[config.mk]
export PLATFORM = sky130hd
export DESIGN_NAME = ws2812_frame_scheduler
export DESIGN_NICKNAME = d
export VERILOG_FILES = /design/src/rtl/ws2812_frame_scheduler.sv
export SDC_FILE = /design/constraint.sdc
export NUM_CORES = 1
export LEC_CHECK = 0
export CORE_UTILIZATION = 35
export DETAILED_ROUTE_END_ITERATION = 10
export PLACE_DENSITY = 0.52
export SYNTH_ARGS = -nofsm -noshare
export SYNTH_HDL_FRONTEND = slang
export SYNTH_SLANG_ARGS = --single-unit
[constraint.sdc]
create_clock -name clk -period 6 [get_ports clk]
set_input_delay 1.2 -clock clk [delete_from_list [all_inputs] [get_ports clk]]
set_output_delay 1.2 -clock clk [all_outputs]
set_load 0.02 [all_outputs]
[src/rtl/ws2812_frame_scheduler.sv]
// ws2812_frame_scheduler: frames upstream bytes into LED_COUNT*3-byte WS2812 frames with a latch gap; WS2812_SCHED_HOLD_ON_UNDERRUN_EN repeats the last byte on underrun.
module ws2812_frame_scheduler #(
  parameter int LED_COUNT    = 60,
  parameter int LATCH_CYCLES = 1000,
  parameter int CNT_W        = 16
) (
  input  logic       clk,
  input  logic       rst,
  input  logic [7:0] in_data,
  input  logic       in_valid,
  output logic       in_ready,
  output logic [7:0] out_data,
  output logic       out_start,
  input  logic       out_request,
  input  logic       tx_idle,
  output logic       frame_sync,
  output logic       busy,
  output logic       underrun
);
  localparam logic [CNT_W-1:0] TOTAL      = CNT_W'(LED_COUNT * 3);
  localparam logic [CNT_W-1:0] LAST_LATCH = CNT_W'(LATCH_CYCLES - 1);
  typedef enum logic [2:0] {LATCH, FILL, START, STREAM, DRAIN} state_t;
  state_t           state, state_nxt;
  logic [CNT_W-1:0] latch_cnt, latch_nxt, acc_cnt, acc_nxt, sent_cnt, sent_nxt;
  logic [7:0]       hold_data, hold_data_nxt, out_data_nxt, gap_byte;
  logic             hold_full, hold_full_nxt, underrun_nxt, ready_nxt;
`ifdef WS2812_SCHED_HOLD_ON_UNDERRUN_EN
  assign gap_byte = out_data;
`else
  assign gap_byte = 8'h00;
`endif
  assign busy = state == START || state == STREAM || state == DRAIN;
  always_comb begin
    state_nxt     = state;
    latch_nxt     = latch_cnt;
    acc_nxt       = acc_cnt;
    sent_nxt      = sent_cnt;
    hold_data_nxt = hold_data;
    hold_full_nxt = hold_full;
    out_data_nxt  = out_data;
    underrun_nxt  = underrun;
    if (in_valid && in_ready) begin
      hold_data_nxt = in_data;
      hold_full_nxt = 1'b1;
      acc_nxt       = acc_cnt + 1'b1;
    end
    case (state)
      LATCH: begin
        latch_nxt = latch_cnt + 1'b1;
        if (latch_cnt == LAST_LATCH) begin
          state_nxt = FILL;
          latch_nxt = '0;
          acc_nxt   = '0;
          sent_nxt  = '0;
        end
      end
      FILL: state_nxt = hold_full ? START : FILL;
      START: begin
        out_data_nxt  = hold_data;
        hold_full_nxt = 1'b0;
        sent_nxt      = CNT_W'(1);
        state_nxt     = STREAM;
      end
      STREAM: if (out_request) begin
        if (sent_cnt == TOTAL) state_nxt = DRAIN;
        else begin
          sent_nxt = sent_cnt + 1'b1;
          if (hold_full) begin
            out_data_nxt  = hold_data;
            hold_full_nxt = 1'b0;
          end else begin
            // missing byte: burn the slot so the frame length stays fixed
            out_data_nxt = gap_byte;
            underrun_nxt = 1'b1;
            acc_nxt      = acc_nxt + 1'b1;
          end
        end
      end
      DRAIN: if (tx_idle) begin
        state_nxt = LATCH;
        latch_nxt = '0;
      end
      default: state_nxt = LATCH;
    endcase
    // look-ahead on hold/acc keeps in_ready registered yet never double-accepts
    ready_nxt = !hold_full_nxt && acc_nxt < TOTAL && (state == FILL || state == START || state == STREAM);
  end
  always_ff @(posedge clk or posedge rst) begin
    if (rst) begin
      state      <= LATCH;
      latch_cnt  <= '0;
      acc_cnt    <= '0;
      sent_cnt   <= '0;
      hold_data  <= '0;
      hold_full  <= 1'b0;
      out_data   <= '0;
      out_start  <= 1'b0;
      frame_sync <= 1'b0;
      in_ready   <= 1'b0;
      underrun   <= 1'b0;
    end else begin
      state      <= state_nxt;
      latch_cnt  <= latch_nxt;
      acc_cnt    <= acc_nxt;
      sent_cnt   <= sent_nxt;
      hold_data  <= hold_data_nxt;
      hold_full  <= hold_full_nxt;
      out_data   <= out_data_nxt;
      out_start  <= state == START;
      frame_sync <= state == LATCH && latch_cnt == LAST_LATCH;
      in_ready   <= ready_nxt;
      underrun   <= underrun_nxt;
    end
  end
endmodule

==> results by stage, run 1 <==
Worst setup path:
- The sort of element at the end of the critical path is a flip-flop.
- The largest stage delay on the critical path is 0.59 ns.
- The category of the worst setup path launch point is an input port.
- The cell depth of the worst flop-to-flop path is 9.
- The worst setup path is of the in -> reg kind.
- The slowest stage of the critical path is the clkdlybuf4s50_1 cell.
- The largest fanout on the critical path is 9.
- For the worst setup path, the data required time is 6.22 ns.
- The buffers plus inverters on the worst setup path is 1.
- The number of cells on the critical path is 10.
- Walking the worst path, the cells encountered are clkdlybuf4s50_1 > and2_1 > mux2_2 > ha_1 > or3b_4 > or3_1 > or4_1 > o211ai_1 > nor4_1 > and4_1.
- For the worst setup path, the data arrival time is 4.47 ns.
- Grouping stages by cell kind, the critical path spends the most delay in simple AND/OR/NAND/NOR gates.

STA:
- The period utilization is 70.89%.
- The final setup TNS is 0 ns.
- Hold timing on the final database bottoms out at a slack of 0.4880 ns.
- The worst-margin pin slew is 0.7628 ns.
- Derived from the worst setup path, the maximum achievable clock frequency is approximately 0.24 GHz.
- The maximum clock skew at final layout is 0.007283 ns.
- The total of endpoints with negative setup slack in the final report is 0.
- In this run the tightest slew margin relative to its limit is 48.96%.
- Setup repair after global routing left no endpoint under its margin.
- The worst path needs between 4 and 5 ns of the cycle, external delays included.
- The final count of pins violating max slew is 0.
- The number of hold-slack violations in the final timing report is 0.

Synth:
- Synthesis inferred about 70 register bits.
- Each instance of the synthesized netlist takes up on average between 9 and 10 um^2.
- Among all flip-flop cells after synthesis, the most frequent one is dfrtp_1.
- Of all cell types, the one taking the most synthesized area is dfrtp_1.
- Ranked by total cell area, the synthesized netlist is headed by dfrtp_1, nand2_1, o21ai_0.
- In the synthesized netlist the async set-or-reset flop fraction comes to 100.0%.
- The number of synthesized flops with an enable pin is 0.
- The most frequent cell after synthesis is dfrtp_1.
- The netlist area before placement is 4287 um^2.
- The commonest cells after synthesis are dfrtp_1, nand2_1, nor2_1, o21ai_0, nand3_1.
- The yosys synthesis warning count is 0.
- The proportion of netlist area held by the largest area contributor is 42.03%.
- The number of different library cells used by synthesis comes to 67.
- The sequential fraction of the synthesis area is 42.03%.
- The cell count after synthesis is 475.
- When the netlist entered floorplanning its net count stood at 493.

Floorplanning:
- The die covers 12,690 um^2.
- The standard cell core area is between 10,000 and 15,000 um^2.
- 26 I/O pins were placed.
- The floorplan step set the die width to approximately 110 um.
- The effective utilization at floorplan is roughly 36%.
- The floorplan has 40 rows.
- The die span in y is 112.7 um.

Detailed routing:
- For this run, design rule violations remaining after detail routing come to 0.
- The first detailed-routing pass ran for 4 iterations.
- The total detailed-routing wirelength is 9873 um.
- Dividing the detail-routed wire length by the instance count gives 15.33 um.
- The count of antenna-violating nets left after detailed routing is 0.
- The count of vias placed by the detailed router is 3,518.
- After detailed routing, the number of vias per cell comes to 5.463.
- The number of DRC violations after detailed-routing iteration 0 is approximately 190.

Clocking:
- The deepest clock path buffer count is 2.
- Clock tree synthesis selected as its root buffer the cell clkbuf_16.
- For this design, the sink count on the clock tree is 72.
- The post-cts repair resize count is 0.
- The clock latency reported for the late side of the worst-skew pair is around 0.33 ns.
- The number of hold-repair buffers added at the cts stage is 0.
- The total CTS buffers is 9.
- The total number of H-tree levels is 3.
- TritonCTS built the clock tree.
- After clock tree synthesis, the clock-pin slew on the worst setup and hold paths is 0.06 ns.
- The number of setup buffers added after CTS is 0.

Cells and area:
- Compared with the post-synthesis result, the final layout area differs by 13.66%.
- The post-route netlist has 8.853% of its cells at a drive strength greater than 1.
- Once layout is complete, the utilization of the core stands at around two fifths.
- The antenna diode count is 0.
- For this run, the post-layout net count is 510.

GRT:
- The first global-routing pass estimated 17,010 um of wire.
- For this run the aggregate overflow at the end of global routing stands at 0.
- The all-layer global routing usage is 16.81%.
- The largest net degree at the start of global routing is 43.
- The via count of the first global-routing pass came to 3,407.
- The number of antenna violations at the first check in global routing is 0.

Worst hold path:
- The count of cells along the worst hold path is 2.
- The class of the most critical hold timing path is reg -> reg.

Flow run:
- Across the run, the number of max-cap violations was 0.

Pwr:
- The cell area power density is ~350 nW/um^2.
- The static leakage is ~1.9 nW.
- Across the VDD grid, the largest voltage drop is around 0.19 mV.

Placement:
- Input and output buffers added on the ports amount to 25.
- At the end of routability-driven placement, the weighted congestion stood at 0.8243.
- The HPWL after detailed placement is 7013 um.

Run status:
- The flow ran to the end, and the final reports show no timing, DRC or antenna violations.
==> cells by family after synthesis <==
group	Yosys count	synth area share (%)
AO/OA/AOI/OAI	92	13.81
XOR/XNOR	30	6.130
adder cells (fa/ha/maj)	5	1.459
buffers and inverters	41	4.991
flip-flops	72	42.03
multiplexers	14	3.532
AND/OR/NAND/NOR	221	28.05
==> path summary, 6_finish.rpt <==
| path | start | to | slack (ns) |
|---|---|---|---|
| max | in_valid | in_ready$_DFF_PP0_ | 1.75 |
| min | out_data[1]$_DFFE_PP0P_ | out_data[1]$_DFFE_PP0P_ | 0.49 |
| max reg2reg | acc_cnt[0]$_DFF_PP0_ | in_ready$_DFF_PP0_ | 2.57 |
| min reg2reg | out_data[1]$_DFFE_PP0P_ | out_data[1]$_DFFE_PP0P_ | 0.49 |
| max in group asynchronous | rst | acc_cnt[0]$_DFF_PP0_ | 3.70 |
| min in group asynchronous | rst | latch_cnt[4]$_DFFE_PP0P_ | 1.30 |
==> registers in the layout (all words and copies together), names as in the netlist <==
name / cells
hold_data: 8
out_start: 1
in_ready: 1
acc_cnt: 16
state: 3
underrun: 1
sent_cnt: 16
frame_sync: 1
hold_full: 1
latch_cnt: 16
out_data: 8
==> placed cells by master, fill, tap and decap left out, types with 3 or more instances in the layout <==
cell	synthesis	routed
nor4b_1	3	3
dfrtp_1	72	72
clkdlybuf4s50_1	0	25
clkbuf_16	0	9
o21ai_0	33	33
nand2b_1	5	5
o211ai_1	3	3
nor2_1	36	36
or4_1	6	6
or2_2	4	4
clkinvlp_4	0	3
mux2i_1	5	5
and4_1	5	5
and2_1	3	3
or3_1	17	17
nand3_1	23	23
nand3b_1	4	4
o31ai_1	4	4
inv_1	20	19
xnor2_1	18	18
o32ai_1	4	4
xor2_1	12	12
mux2_2	9	9
o21a_1	3	3
and3_1	4	4
nor3_1	17	17
nand4_1	10	10
nor4_1	15	15
nand2_1	51	51
o22ai_1	6	6
ha_1	5	5
a21oi_1	18	18
==> stage by stage <==
| step | instance area [um^2] | power (mW) | setup WS, ns | instances |
|---|---|---|---|---|
| 2_1_floorplan | 4287 | 1.062 | 2.287 | 475 |
| 3_3_place_gp | 4597 | 1.201 | 1.573 | 628 |
| 3_5_place_dp | 4597 | 1.199 | 1.443 | 628 |
| 4_1_cts | 4872 | 1.707 | 1.797 | 644 |
| 5_1_grt | 4872 | 1.806 | 1.508 | 644 |
| 6_report | 4872 | 1.688 | 1.746 | 644 |
==> tightest hold or removal path, stage by stage (launching register included) <==
cell,delay [ns]
dfrtp_1,0.34
nand2_1,0.05
o21ai_0,0.06
==> power breakdown <==
group          internal, mW  switching (mW)  leakage (nW)
combinational         0.222           0.267         0.856
sequential            0.584           0.122         0.934
clock                 0.290           0.204         0.128
==> final cells by class <==
cell class / instances / area (um^2)
fill: 1170 / 7089
multi-input combinational: 362 / 2271
sequential: 72 / 1802
timing repair buffer: 27 / 265.3
clock buffer: 11 / 242.7
tap: 147 / 183.9
inverter: 20 / 75.07
clock inverter: 5 / 32.53
==> routing by layer <==
| layer | global-route usage (%) | part of all wire [%] |
|---|---|---|
| met5 | 0 | 0 |
| met4 | 5.156 | 0.99 |
| met3 | 3.672 | 4.6 |
| met2 | 26.34 | 46 |
| met1 | 23.18 | 48 |
Note: power is estimated with default switching activity, not from simulation.
==> run 2, diff against run 1 <==
clock period = 4.38 ns   (was 6 ns; I/O delays follow)
==> run 2 against run 1 <==
  * Via count up 0.99%
  * Register-to-register slack worse by 1.6 ns
  * Clock skew about the same
  * Routed wire length grew 1.4%
  * Sequential power up 37%
  * Critical path type unchanged
  * Largest cell class unchanged
  * Largest power group unchanged
==> results by stage, run 2 (same netlist as run 1, synthesis figures left out) <==
Pwr:
- The reported net switching power is 828.5 uW (+40%).
- The static leakage is 1.945 nW (+1.5%).
- The peak supply drop is 0.2435 mV (+28%).
- The proportion of total power due to net switching was 34.85% (-0.24 points).
- The fraction of power consumed by sequential logic is 40.8% (-1.0 points).
- The logic gate share of total power is 28.5% (-0.5 points).
- The cell area power density was 482.9 nW/um^2 (+39%).
- The clock network fraction of total power is 30.7% (+1.5 points).
- The internal power came to 1.549 mW (+41%).

STA:
- The final count of pins violating max slew was 0 (unchanged).
- The final setup TNS is 0 ns (unchanged).
- The period utilization is 85.48%.
- The total of endpoints with negative setup slack in the final report was 0 (unchanged).
- The worst slew margin relative to its limit was 51.78% (+2.8 points).
- Setup repair after global routing left no endpoint under its margin.
- Timing would allow up to about 0.27 GHz.
- The number of hold-slack violations in the final timing report was 0 (unchanged).
- The worst-margin pin slew is 0.7207 ns (-0.04215 ns).
- The maximum clock skew at final layout is 0.007081 ns (-0.0002014 ns).
- The minimum clock period is around 3.7 ns.

Run status:
- The run finished with clean final reports.

Floorplanning:
- The top-level port count is 26 (unchanged).
- The area of the die is 12,690 um^2 (unchanged).
- The die span in y is 112.7 um (unchanged).
- The number of core rows is 40 (unchanged).
- The effective utilization at floorplan is 35.84% (unchanged).
- The horizontal die dimension is 112.7 um (unchanged).
- The standard cell core area was 11,960 um^2 (unchanged).

Cells and area:
- Relative to the synthesized area, the layout overhead comes to 14.86%.
- The share of layout cells above drive strength 1 was 9.780% (+0.93 points).
- The commonest non-fill, non-tap cell in the layout is dfrtp_1.
- The net total in the final layout came to 514 (+0.78%).
- The antenna diode count is 0 (unchanged).
- Leaving out fill and tap cells, the most frequent cells in the layout are dfrtp_1, nand2_1, nor2_1.
- The final design instance area without fill is 4923 um^2 (+1.1%).
- The largest registers in the layout are acc_cnt: 16 flops, latch_cnt: 16 flops, sent_cnt: 16 flops.

GRT:
- The number of antenna violations at the first check in global routing is 0 (unchanged).
- The sum of overflow across all layers after global routing is 0 (unchanged).
- The all-layer global routing usage came to 17.01% (+0.20 points).
- The global-route wire length before repair is 17,040 um (+0.21%).
- The via count of the first global-routing pass is 3,431 (+0.70%).
- The largest net degree at the start of global routing is 30 (-30%).

Worst setup path:
- For this design, the slowest cell found on the critical path is or4_1.
- The type of the worst setup path is in -> reg.
- The critical path goes through clkdlybuf4s50_1 > and2_1 > mux2_2 > ha_1 > or3b_4 > or3_1 > or4_1 > o211ai_1 > nor4_1 > and4_1.
- The category of the worst setup path launch point is an input port.
- The required time reported for the critical path endpoint is 4.60 ns (-1.62 ns).
- The largest fanout on the critical path is 9 (unchanged).
- The sort of element at the end of the critical path is a flip-flop.
- The largest stage delay on the critical path is 0.56 ns (-0.03 ns).
- The kind of cell adding the most delay to the critical path is simple AND/OR/NAND/NOR gates.
- The data arrival time of the worst path is 3.97 ns (-0.50 ns).
- The buffers plus inverters on the worst setup path was 1 (unchanged).

Placement:
- The port buffer count is 25 (unchanged).
- The final weighted congestion in routability-driven placement is 0.7872 (-4.5%).
- The area of placed instances was 4627 um^2 (+0.65%).
- The HPWL after detailed placement is 7168 um (+2.2%).

Detailed routing:
- The count of antenna-violating nets left after detailed routing was 0 (unchanged).
- The post-detailed-route wirelength per cell is 15.44 um (+0.74%).
- The DRC violation count after routing is 0 (unchanged).
- The number of DRC violations after detailed-routing iteration 0 is 197 (+2.6%).
- The routed via count divided by cell count came to 5.483 (+0.37%).
- The number of optimization iterations in the first detailed-route pass came to 5 (+1).
- The count of vias placed by the detailed router was 3,553 (+0.99%).
- The total detailed-routing wirelength was 10,010 um (+1.4%).

Clocking:
- The number of clock sinks seen by CTS was 72 (unchanged).
- The post-CTS clock slew at the launch and capture registers of the worst setup and hold paths is 0.06 ns (about the same).
- The buffers inserted during post-CTS setup optimization was 0 (unchanged).
- The post-cts repair resize count is 0 (unchanged).
- The CTS tree is done.
- The deepest clock path buffer count is 2 (unchanged).
- The number of hold-repair buffers added at the cts stage is 0 (unchanged).
- The total CTS buffers is 9 (unchanged).
- The total number of H-tree levels is 3 (unchanged).
- The clock tree root driver cell is clkbuf_16.
- The clock latency reported for the late side of the worst-skew pair is 0.33 ns (about the same).

Flow run:
- The total of max-cap violations is 0 (unchanged).

Worst hold path:
- The min-delay analysis places its worst path in the category reg -> reg.
## run 2: path summary, 6_finish.rpt
kind | start | endpoint | slack (ns) | depth (start not counted)
min reg2reg | out_data[2]$_DFFE_PP0P_ | out_data[2]$_DFFE_PP0P_ | 0.49 | 2
max reg2reg | acc_cnt[0]$_DFF_PP0_ | in_ready$_DFF_PP0_ | 0.99 | 9
min | out_data[2]$_DFFE_PP0P_ | out_data[2]$_DFFE_PP0P_ | 0.49 | 2
min in group asynchronous | rst | out_data[5]$_DFFE_PP0P_ | 0.89 | 2
max | in_valid | in_ready$_DFF_PP0_ | 0.64 | 10
max in group asynchronous | rst | sent_cnt[2]$_DFFE_PP0P_ | 2.73 | 3
## run 2: cell type report
cell class	count	area, um^2
fill	1171	7038
clock inverter	7	71.32
multi-input combinational	362	2271
timing repair buffer	31	295.3
sequential	72	1802
inverter	20	75.07
clock buffer	9	225.2
tap	147	183.9
## run 2: metal layers
metal	routed length [um]	up-vias	GRT usage (%)
met1	4936	1695	23.33
met4	104	0	4.267
met5	0	-	0
met3	501	8	4.266
li1	-	1766	-
met2	4465	84	26.83
## run 2: power groups by stage
stage / clock network (mW) / logic [mW] / registers, mW
floorplan: 0 / 0.509 / 0.946
global placement: 0 / 0.671 / 0.973
detailed placement: 0 / 0.675 / 0.976
CTS: 0.748 / 0.681 / 0.966
global route: 0.777 / 0.754 / 0.990
finish: 0.731 / 0.677 / 0.969
## run 2: worst min-delay path: stages (launching register included)
cell	delay [ns]
dfrtp_1	0.34
nand2_1	0.05
o21ai_0	0.07
## run 2: per-stage QoR
stage	hold slack, ns	cells	worst slack (ns)	util (%)	power (mW)
6_report	0.4883	648	0.6361	41.16	2.378
5_1_grt	0.5115	648	0.4682	41.16	2.521
4_1_cts	0.4945	648	0.6813	41.16	2.395
3_5_place_dp	0.4774	632	0.3384	38.68	1.651
3_3_place_gp	0.4688	632	0.3699	38.68	1.644
2_1_floorplan	0.4793	475	0.9911	-	1.455
==> run 3, diff against run 2 <==
CORE_MARGIN = 4   (was not set)
==> run 3 against run 2 <==
  * Setup slack worse by 0.038 ns
  * Combinational power hardly changed
  * Die area is 11% higher
  * Total power hardly changed
  * Routed wire length is 0.15% lower
  * Clock power is 0.8% higher
  * Count of clock-buffer cells in the layout is 4 higher
  * Via count is 1.3% lower
  * Sequential share of layout area hardly changed
  * Critical endpoint unchanged
==> results by stage, run 3 (same netlist as run 1, synthesis figures left out) <==
Cells and area:
- The library cells used most frequently in the layout, excluding fill and tap cells, are dfrtp_1, nand2_1, nor2_1.
- The net total in the final layout is 513 (-0.19%).
- The largest registers in the layout are acc_cnt: 16 flops, latch_cnt: 16 flops, sent_cnt: 16 flops.
- The signed area change from the synthesized netlist to the final layout came to 14.77% (about the same).
- The register area is 1802 um^2 (unchanged).
- The library cell used most frequently in the layout, excluding fill and tap cells, is dfrtp_1.
- The share of layout cells above drive strength 1 came to 9.200% (-0.58 points).
- The filler cell count is 1,204 (+2.8%).
- The antenna diode count is 0 (unchanged).
- The area of combinational cells with multiple inputs came to 2271 um^2 (unchanged).

Worst setup path:
- Walking the worst path, the cells encountered are clkdlybuf4s50_1 > and2_1 > mux2_2 > ha_1 > or3b_4 > or3_1 > buf_4 > o31ai_1 > o211ai_1 > nor4_1 > and4_1.
- The kind of cell with the highest combined delay along the critical path is simple AND/OR/NAND/NOR gates.
- The buffers plus inverters on the worst setup path was 2 (+1).
- The required time reported for the critical path endpoint is 4.64 ns (+0.04 ns).
- The largest fanout on the critical path was 6 (-3).
- By startpoint and endpoint, the worst setup path is classified as in -> reg.
- The sort of element at the end of the critical path is a flip-flop.
- The data arrival time of the worst path is 4.05 ns (+0.08 ns).
- STA classifies the critical path startpoint as an input port.
- The slowest library cell on the worst path is clkdlybuf4s50_1.
- The largest stage delay on the critical path came to 0.58 ns (+0.02 ns).

Detailed routing:
- The number of DRC violations after detailed-routing iteration 0 is 203 (+3.0%).
- The post-detailed-route wirelength per cell is 15.45 um (about the same).
- The count of antenna-violating nets left after detailed routing is 0 (unchanged).
- The DRC violation count after routing came to 0 (unchanged).
- The count of vias placed by the detailed router came to 3,506 (-1.3%).
- The number of optimization iterations in the first detailed-route pass is 4 (-1).
- The total detailed-routing wirelength was 9993 um (-0.15%).
- The routed via count divided by cell count was 5.419 (-1.2%).

Clocking:
- TritonCTS built the clock tree.
- The post-cts repair resize count was 0 (unchanged).
- The post-CTS clock slew at the launch and capture registers of the worst setup and hold paths is 0.06 ns (about the same).
- The number of clock sinks seen by CTS came to 72 (unchanged).
- The total number of H-tree levels is 3 (unchanged).
- The buffers inserted during post-CTS setup optimization was 0 (unchanged).
- The total CTS buffers is 9 (unchanged).
- The clock latency reported for the late side of the worst-skew pair is 0.33 ns (about the same).
- The deepest clock path buffer count is 2 (unchanged).
- The number of hold-repair buffers added at the cts stage came to 0 (unchanged).
- The clock tree root driver cell is clkbuf_16.

Worst hold path:
- The class of the most critical hold timing path is reg -> reg.

STA:
- The final setup TNS is 0 ns (unchanged).
- The period utilization is 86.34% (+0.86 points).
- The total of endpoints with negative setup slack in the final report came to 0 (unchanged).
- The highest attainable clock frequency is 0.2644 GHz (-0.99%).
- Setup repair after global routing left no endpoint under its margin.
- The minimum clock period is 3.781 ns (+0.03760 ns).
- The number of hold-slack violations in the final timing report is 0 (unchanged).
- The final hold slack is 0.4813 ns (-0.006964 ns).
- The worst slew margin relative to its limit was 49.50% (-2.3 points).
- The maximum clock skew at final layout is 0.005901 ns (-0.001180 ns).
- The worst-margin pin slew is 0.7564 ns (+0.03576 ns).
- The final count of pins violating max slew is 0 (unchanged).

Floorplanning:
- The area of the die is 14,080 um^2 (+11%).
- The standard cell core area was 12,010 um^2 (+0.42%).
- The effective utilization at floorplan was 35.69% (-0.15 points).
- The die span in y is 118.7 um (+5.3%).
- The top-level port count is 26 (unchanged).
- The horizontal die dimension is 118.7 um (+5.3%).
- The number of core rows was 40 (unchanged).

Pwr:
- The proportion of total power due to net switching is 33.62% (-1.2 points).
- The reported net switching power is 799.3 uW (-3.5%).
- The cell area power density is 483.2 nW/um^2 (about the same).
- The logic gate share of total power is 28.6% (about the same).
- The internal power is 1.578 mW (+1.9%).
- The peak supply drop came to 0.2531 mV (+3.9%).
- The clock network fraction of total power is 31.0% (+0.3 points).
- The fraction of power consumed by sequential logic is 40.4% (-0.4 points).
- The static leakage came to 1.952 nW (+0.36%).

GRT:
- The via count of the first global-routing pass is 3,435 (+0.12%).
- The largest net degree at the start of global routing came to 38 (+27%).
- The number of antenna violations at the first check in global routing is 0 (unchanged).
- The all-layer global routing usage is 14.82% (-2.2 points).
- The global-route wire length before repair is 17,190 um (+0.84%).
- The sum of overflow across all layers after global routing is 0 (unchanged).

Placement:
- The port buffer count was 25 (unchanged).
- The HPWL after detailed placement is 7280 um (+1.6%).
- The final weighted congestion in routability-driven placement is 0.8190 (+4.0%).

Run status:
- The flow ran to the end, and the final reports show no timing, DRC or antenna violations.

Flow run:
- The total of max-cap violations is 0 (unchanged).
run 3: cell types whose count changed in the layout (fill, tap and decap cells not counted):
cell        before  now
clkbuf_8         0    2
buf_4            6    5
clkbuf_1         0    2
clkinvlp_4       3    0
inv_6            1    0
run 3: metal layers:
layer	global-route usage, %	share of wire, %
met5	0	0
met1	20.93	49
met4	4.127	1.2
met3	3.589	3.9
met2	22.63	46
run 3: stage by stage:
stage	total power [mW]	instance area (um^2)	setup slack [ns]	util (%)	std cells
2_1_floorplan	1.455	4287	0.9911	-	475
3_3_place_gp	1.646	4619	0.3827	38.46	631
3_5_place_dp	1.652	4619	0.2749	38.46	631
4_1_cts	2.408	4920	0.6264	40.96	647
5_1_grt	2.541	4920	0.3772	40.96	647
6_report	2.377	4920	0.5985	40.96	647
run 3: layout make-up:
class | instances | share of cell area [%]
Clock buffer | 13 | 5.290
Sequential cell | 72 | 36.62
Clock inverter | 3 | 0.8138
Timing Repair Buffer | 30 | 5.849
Inverter | 20 | 1.526
Tap cell | 147 | 3.739
Multi-Input combinational cell | 362 | 46.16
run 3: final timing paths:
| kind | startpoint | to | slack (ns) | cells past startpoint |
|---|---|---|---|---|
| worst max-delay path | in_valid | in_ready$_DFF_PP0_ | 0.60 | 11 |
| worst min-delay path | underrun$_DFFE_PP0P_ | underrun$_DFFE_PP0P_ | 0.48 | 1 |
| worst max register to register | acc_cnt[0]$_DFF_PP0_ | in_ready$_DFF_PP0_ | 1.00 | 9 |
| worst min register to register | underrun$_DFFE_PP0P_ | underrun$_DFFE_PP0P_ | 0.48 | 1 |
| max in group asynchronous | rst | acc_cnt[14]$_DFF_PP0_ | 2.57 | 3 |
| min in group asynchronous | rst | out_data[1]$_DFFE_PP0P_ | 1.00 | 2 |
run 3: power groups by stage:
stage / clock, mW / combinational [mW] / sequential [mW]
2_1_floorplan: 0 / 0.509 / 0.946
3_3_place_gp: 0 / 0.673 / 0.973
3_5_place_dp: 0 / 0.682 / 0.970
4_1_cts: 0.760 / 0.686 / 0.961
5_1_grt: 0.788 / 0.764 / 0.989
6_report: 0.737 / 0.679 / 0.961
